File: src/rtl/period_pkg.sv
// Shared types and default constants for the period measurement stage.
package period_pkg;

    typedef enum logic [1:0] {
        S_IDLE  = 2'd0,
        S_WAIT1 = 2'd1,
        S_COUNT = 2'd2,
        S_DONE  = 2'd3
    } state_t;

    localparam int unsigned DEF_CLK_PER_US = 50;
    localparam int unsigned DEF_W          = 20;
    localparam int unsigned DEF_MAX_US     = 1_000_000;

endpackage

File: src/rtl/edge_sync.sv
// Two-flop synchronizer plus delay flop; rise pulses one cycle per 0->1.
module edge_sync (
    input  logic clk,
    input  logic rst_n,
    input  logic d_async,
    output logic rise
);

    logic sync1_q, sync1_d;
    logic sync2_q, sync2_d;
    logic dly_q,   dly_d;

    always_comb begin
        sync1_d = d_async;
        sync2_d = sync1_q;
        dly_d   = sync2_q;
    end

    always_ff @(posedge clk or negedge rst_n) begin
        if (!rst_n) begin
            sync1_q <= 1'b0;
            sync2_q <= 1'b0;
            dly_q   <= 1'b0;
        end else begin
            sync1_q <= sync1_d;
            sync2_q <= sync2_d;
            dly_q   <= dly_d;
        end
    end

    assign rise = sync2_q & ~dly_q;

endmodule

File: src/rtl/period_counter.sv
// Measures one rise-to-rise period of signal_in in microseconds,
// with a timeout for slow or stuck inputs.
module period_counter
    import period_pkg::*;
#(
    parameter int unsigned CLK_PER_US = DEF_CLK_PER_US,
    parameter int unsigned W          = DEF_W,
    parameter int unsigned MAX_US     = DEF_MAX_US
) (
    input  logic         clk,
    input  logic         rst_n,
    input  logic         start,
    input  logic         signal_in,
    output logic         ready,
    output logic [W-1:0] period_us,
    output logic         timeout,
    output logic         done_tick
);

    localparam int unsigned TW =
        (CLK_PER_US > 1) ? $clog2(CLK_PER_US) : 1;
    localparam logic [TW-1:0] TICK_LAST = TW'(CLK_PER_US - 1);
    localparam logic [W-1:0]  MAX_CNT   = W'(MAX_US);

    state_t        state_q, state_d;
    logic [TW-1:0] tick_q,  tick_d;
    logic [W-1:0]  us_q,    us_d;
    logic [W-1:0]  per_q,   per_d;
    logic          to_q,    to_d;

    logic rise;
    logic us_tick;
    logic at_max;

    edge_sync u_edge_sync (
        .clk     (clk),
        .rst_n   (rst_n),
        .d_async (signal_in),
        .rise    (rise)
    );

    assign us_tick = (tick_q == TICK_LAST);
    assign at_max  = (us_q == MAX_CNT);

    always_comb begin
        state_d = state_q;
        tick_d  = tick_q;
        us_d    = us_q;
        per_d   = per_q;
        to_d    = to_q;
        unique case (state_q)
            S_IDLE: begin
                tick_d = '0;
                if (start) begin
                    state_d = S_WAIT1;
                    us_d    = '0;
                end
            end
            S_WAIT1: begin
                tick_d = us_tick ? '0 : tick_q + 1'b1;
                if (rise) begin
                    state_d = S_COUNT;
                    tick_d  = '0;
                    us_d    = '0;
                end else if (us_tick) begin
                    if (at_max) begin
                        state_d = S_DONE;
                        per_d   = '0;
                        to_d    = 1'b1;
                    end else begin
                        us_d = us_q + 1'b1;
                    end
                end
            end
            S_COUNT: begin
                tick_d = us_tick ? '0 : tick_q + 1'b1;
                if (rise) begin
                    // a tick landing on the closing edge still counts
                    state_d = S_DONE;
                    per_d   = (us_tick && !at_max) ? us_q + 1'b1 : us_q;
                    to_d    = 1'b0;
                end else if (us_tick) begin
                    if (at_max) begin
                        state_d = S_DONE;
                        per_d   = '0;
                        to_d    = 1'b1;
                    end else begin
                        us_d = us_q + 1'b1;
                    end
                end
            end
            S_DONE: begin
                state_d = S_IDLE;
            end
            default: begin
                state_d = S_IDLE;
            end
        endcase
    end

    always_ff @(posedge clk or negedge rst_n) begin
        if (!rst_n) begin
            state_q <= S_IDLE;
            tick_q  <= '0;
            us_q    <= '0;
            per_q   <= '0;
            to_q    <= 1'b0;
        end else begin
            state_q <= state_d;
            tick_q  <= tick_d;
            us_q    <= us_d;
            per_q   <= per_d;
            to_q    <= to_d;
        end
    end

    assign ready     = (state_q == S_IDLE);
    assign done_tick = (state_q == S_DONE);
    assign period_us = per_q;
    assign timeout   = to_q;

endmodule

File: config.mk
export PLATFORM = sky130hd
export DESIGN_NAME = period_counter
export DESIGN_NICKNAME = d
export VERILOG_FILES = /design/src/rtl/period_pkg.sv /design/src/rtl/edge_sync.sv /design/src/rtl/period_counter.sv
export SDC_FILE = /design/constraint.sdc
export NUM_CORES = 1
export LEC_CHECK = 0
export BUFFER_PORTS_ARGS = -buffer_cell sky130_fd_sc_hd__buf_2
export CELL_PAD_IN_SITES_DETAIL_PLACEMENT = 1
export CELL_PAD_IN_SITES_GLOBAL_PLACEMENT = 1
export CORE_MARGIN = 1.5
export CORE_UTILIZATION = 49
export CTS_CLUSTER_SIZE = 20
export DETAILED_ROUTE_END_ITERATION = 12
export PLACE_DENSITY_LB_ADDON = 0.1
export SYNTH_ARGS = -nofsm -noshare
export SYNTH_HDL_FRONTEND = slang
export SYNTH_SLANG_ARGS = --single-unit
export TNS_END_PERCENT = 20
File: constraint.sdc
create_clock -name clk -period 6.4 [get_ports clk]
set_clock_uncertainty 0.05 [all_clocks]
set_input_delay 0.32 -clock clk [delete_from_list [all_inputs] [get_ports clk]]
set_output_delay 0.32 -clock clk [all_outputs]
set_load 0.01 [all_outputs]
==> results.cfg <==
[sta]
fin_ws_ps = 3510
fin_crit_sh_pct = 45.2
fmax_mhz = 345
setup_viol = 0
relSlewSlack_pct = 48.3
rsz0062_at_grt = no
min_period_ps = 2890
tightest_slew_ps = 773
drv_slew = 0
final.setup.tns_ps = 0
hold_viol_final = 0

[power_and_ir_drop]
p_comb_share_pct = 32.2
powerDensity_nw_per_um2 = 249
leakagePower_uw = 0.00148
power_frac_clock_pct = 23.1
p_seq_share_pct = 44.7
irDropWorstVdd_mv = 0.226
internal-power_uw = 490
switching_share_pct = 37.8
p_switching_uw = 298

[setup_path]
path_max_fanout = 15
crit_buf_inv = 1
endpoint_kind = register
crit_chain = inv_1, ha_1, and3b_1, nor3_1, nand3_1, or4_1, o211ai_1
cp_top_family = simple AND/OR/NAND/NOR gates
slowest_delay_ps = 670
reg2reg_depth = 7
crit_slowest_cell = or4_1
critPathKind = reg2reg
cp.depth = 7
startpoint_type = register
critical_path_arrival_ps = 3070
required_ps = 6580

[drt]
finalWirelength_mm = 7.69
drt_iter0_drc = 164
via_per_inst = 6.35
route.detailed.drc = 0
wl_per_cell_um = 19.4
vias = 2513
drtPass1Iterations = 4
ant_nets = 0

[synth]
synth_mux_area_share_pct = 1.04
synthesis.area_um2 = 2890
synth-seq-area-share_pct = 45.0
yosysWarnings = 0
synth_cell_types = 53
synth.net_count = 314
syn_area_per_cell_um2 = 9.61
synth_top_family_by_area = simple AND/OR/NAND/NOR gates
ys_seq_elements = 52
synth-simple-area-share_pct = 23.9
async_flop_share_pct = 100
netlist_instances = 301
synth_edf_count = 0
synth_xor_area_share_pct = 4.85
ys.flop_type = dfrtp_1
synth-compound-area-share_pct = 17.7
synth_fa_ha_area_share_pct = 3.89

[floorplanning]
die_area_um2 = 6370
die_h_um = 79.8
die_width_um = 79.8
io_pins = 27
start_util_pct = 51.6
rows = 27
coreArea_um2 = 5610

[clock_network]
cts_hold_buf = 0
path_clk_slew_ps = 90
post_cts_buffers = 0
clk_latency_ps = 310
cts_tree = yes
root_buffer = clkbuf_8
cts_buffers = 5
htreeDepth = 2
cts_sinks = 52
clock_path_buffers = 2
cts.repair.resized = 0

[grt]
grt_pass1_wl_mm = 12.7
grt_start_max_net_pins = 53
grt_antenna_before_repair = 0
gr-total-overflow = 0
track_usage_pct = 25.9
grt_pass1_vias = 2510

[placed_design]
hpwl_mm = 5.46
place_ws_ps = 3540
placedInstanceArea_um2 = 3090
dp.cells = 389
gp_congestion = 0.875
port-buffer-count = 26

[run]
maxCapViolations = 0

[layout]
diodes = 0
final_cells = 396
stdcell_area_um2 = 3160
area_growth_pct = 9.39
drive_above_1_share_pct = 13.6
layout.nets = 337

[min_path]
hp-class = in2reg
holdPathStages = 1

[outcome]
outcome = complete, no violations
==> final cells by class <==
cell class / count / area, µm²
fill: 662 / 2440
sequential: 52 / 1300
clock buffer: 6 / 72.6
tap: 72 / 90.1
timing repair buffer: 30 / 160
inverter: 13 / 48.8
multi-input combinational: 222 / 1490
clock inverter: 1 / 5.00
==> worst paths after layout <==
path,start,end,slack [ps]
hold reg to reg,u_edge_sync.sync1_q$_DFF_PN0_,u_edge_sync.dly_d$_DFF_PN0_,310
max in group asynchronous,rst_n,period_us[11]$_DFFE_PN0P_,5770
setup reg to reg,state_q[0]$_DFFE_PN0P_,us_q[15]$_DFFE_PN0P_,3510
min in group asynchronous,rst_n,period_us[6]$_DFFE_PN0P_,80
hold / removal,signal_in,u_edge_sync.sync1_q$_DFF_PN0_,70
setup / recovery,state_q[0]$_DFFE_PN0P_,us_q[15]$_DFFE_PN0P_,3510
==> synth_stat cells, types with 2 or more instances <==
cell type | instances | area, µm²
nand2_1 | 23 | 86.3
buf_2 | 2 | 10.0
o21ai_0 | 18 | 90.1
nor4b_1 | 3 | 26.3
a211o_1 | 3 | 26.3
xor2_1 | 4 | 35.0
ha_1 | 9 | 113
a21oi_1 | 11 | 55.1
nor2_1 | 17 | 63.8
nor3_1 | 9 | 45.0
o31ai_1 | 2 | 15.0
nor4_1 | 7 | 43.8
o211ai_1 | 3 | 22.5
clkbuf_1 | 11 | 41.3
a22o_1 | 13 | 114
and3_1 | 4 | 25.0
xnor2_1 | 12 | 105
a21boi_0 | 2 | 15.0
o211a_1 | 3 | 30.0
a31oi_1 | 2 | 12.5
mux2i_1 | 3 | 30.0
a21o_1 | 5 | 37.5
nand4_1 | 4 | 25.0
dfrtp_1 | 52 | 1300
o2bb2ai_1 | 3 | 26.3
nor3b_1 | 2 | 15.0
inv_1 | 13 | 48.8
or3_1 | 11 | 68.8
nand3_1 | 24 | 120
or4_1 | 3 | 22.5
==> registers in the layout (all words and copies together), names as in the netlist <==
signal,count
state_q,2
us_q,20
timeout,1
u_edge_sync.dly_d,1
period_us,20
u_edge_sync.sync1_q,1
u_edge_sync.dly_q,1
tick_q,6
==> cell usage in the layout, fill, tap and decap left out, types with 4 or more instances in the layout <==
cell      instances
nand4_1           4
nor2_1           17
buf_2            26
clkbuf_8          5
inv_1            13
nor3_1            9
nand3_1          24
xor2_1            4
nand2_1          23
ha_1              9
nor4_1            7
xnor2_1          12
a21oi_1          11
dfrtp_1          52
a21o_1            5
o21ai_0          18
buf_4             4
a22o_1           13
and3_1            4
or3_1            11
==> cell families after synthesis <==
kind of cell               count (synthesis)
DFF                                       52
buffers and inverters                     27
and+or+nand+nor                          121
muxes                                      3
AOI/OAI and AO/OA                         73
xor gates and xnor gates                  16
adders and majority gates                  9
==> power groups by stage <==
stage / clock, µW / combinational, µW / sequential, µW
6_report: 182 / 254 / 353
3_3_place_gp: 0 / 245 / 358
4_1_cts: 184 / 253 / 353
3_5_place_dp: 0 / 250 / 360
5_1_grt: 202 / 280 / 355
2_1_floorplan: 0 / 168 / 358
==> metrics by stage <==
step	hold WS (ps)	total power [µW]	utilization, %
CTS	62.5	789	56.4
finish	67.3	788	56.4
floorplan	-25.6	526	-
global placement	285	603	55.0
global route	58.5	837	56.4
detailed placement	288	610	55.0
==> metal layers <==
layer / GRT usage, % / up-vias / part of all wire [%]
met2: 45.2 / 68 / 50
met3: 3.66 / 5 / 4.5
met5: 0 / - / 0
li1: - / 1150 / -
met1: 33.7 / 1290 / 44
met4: 6.72 / 0 / 0.81
Power figures use the tool's default switching activity.
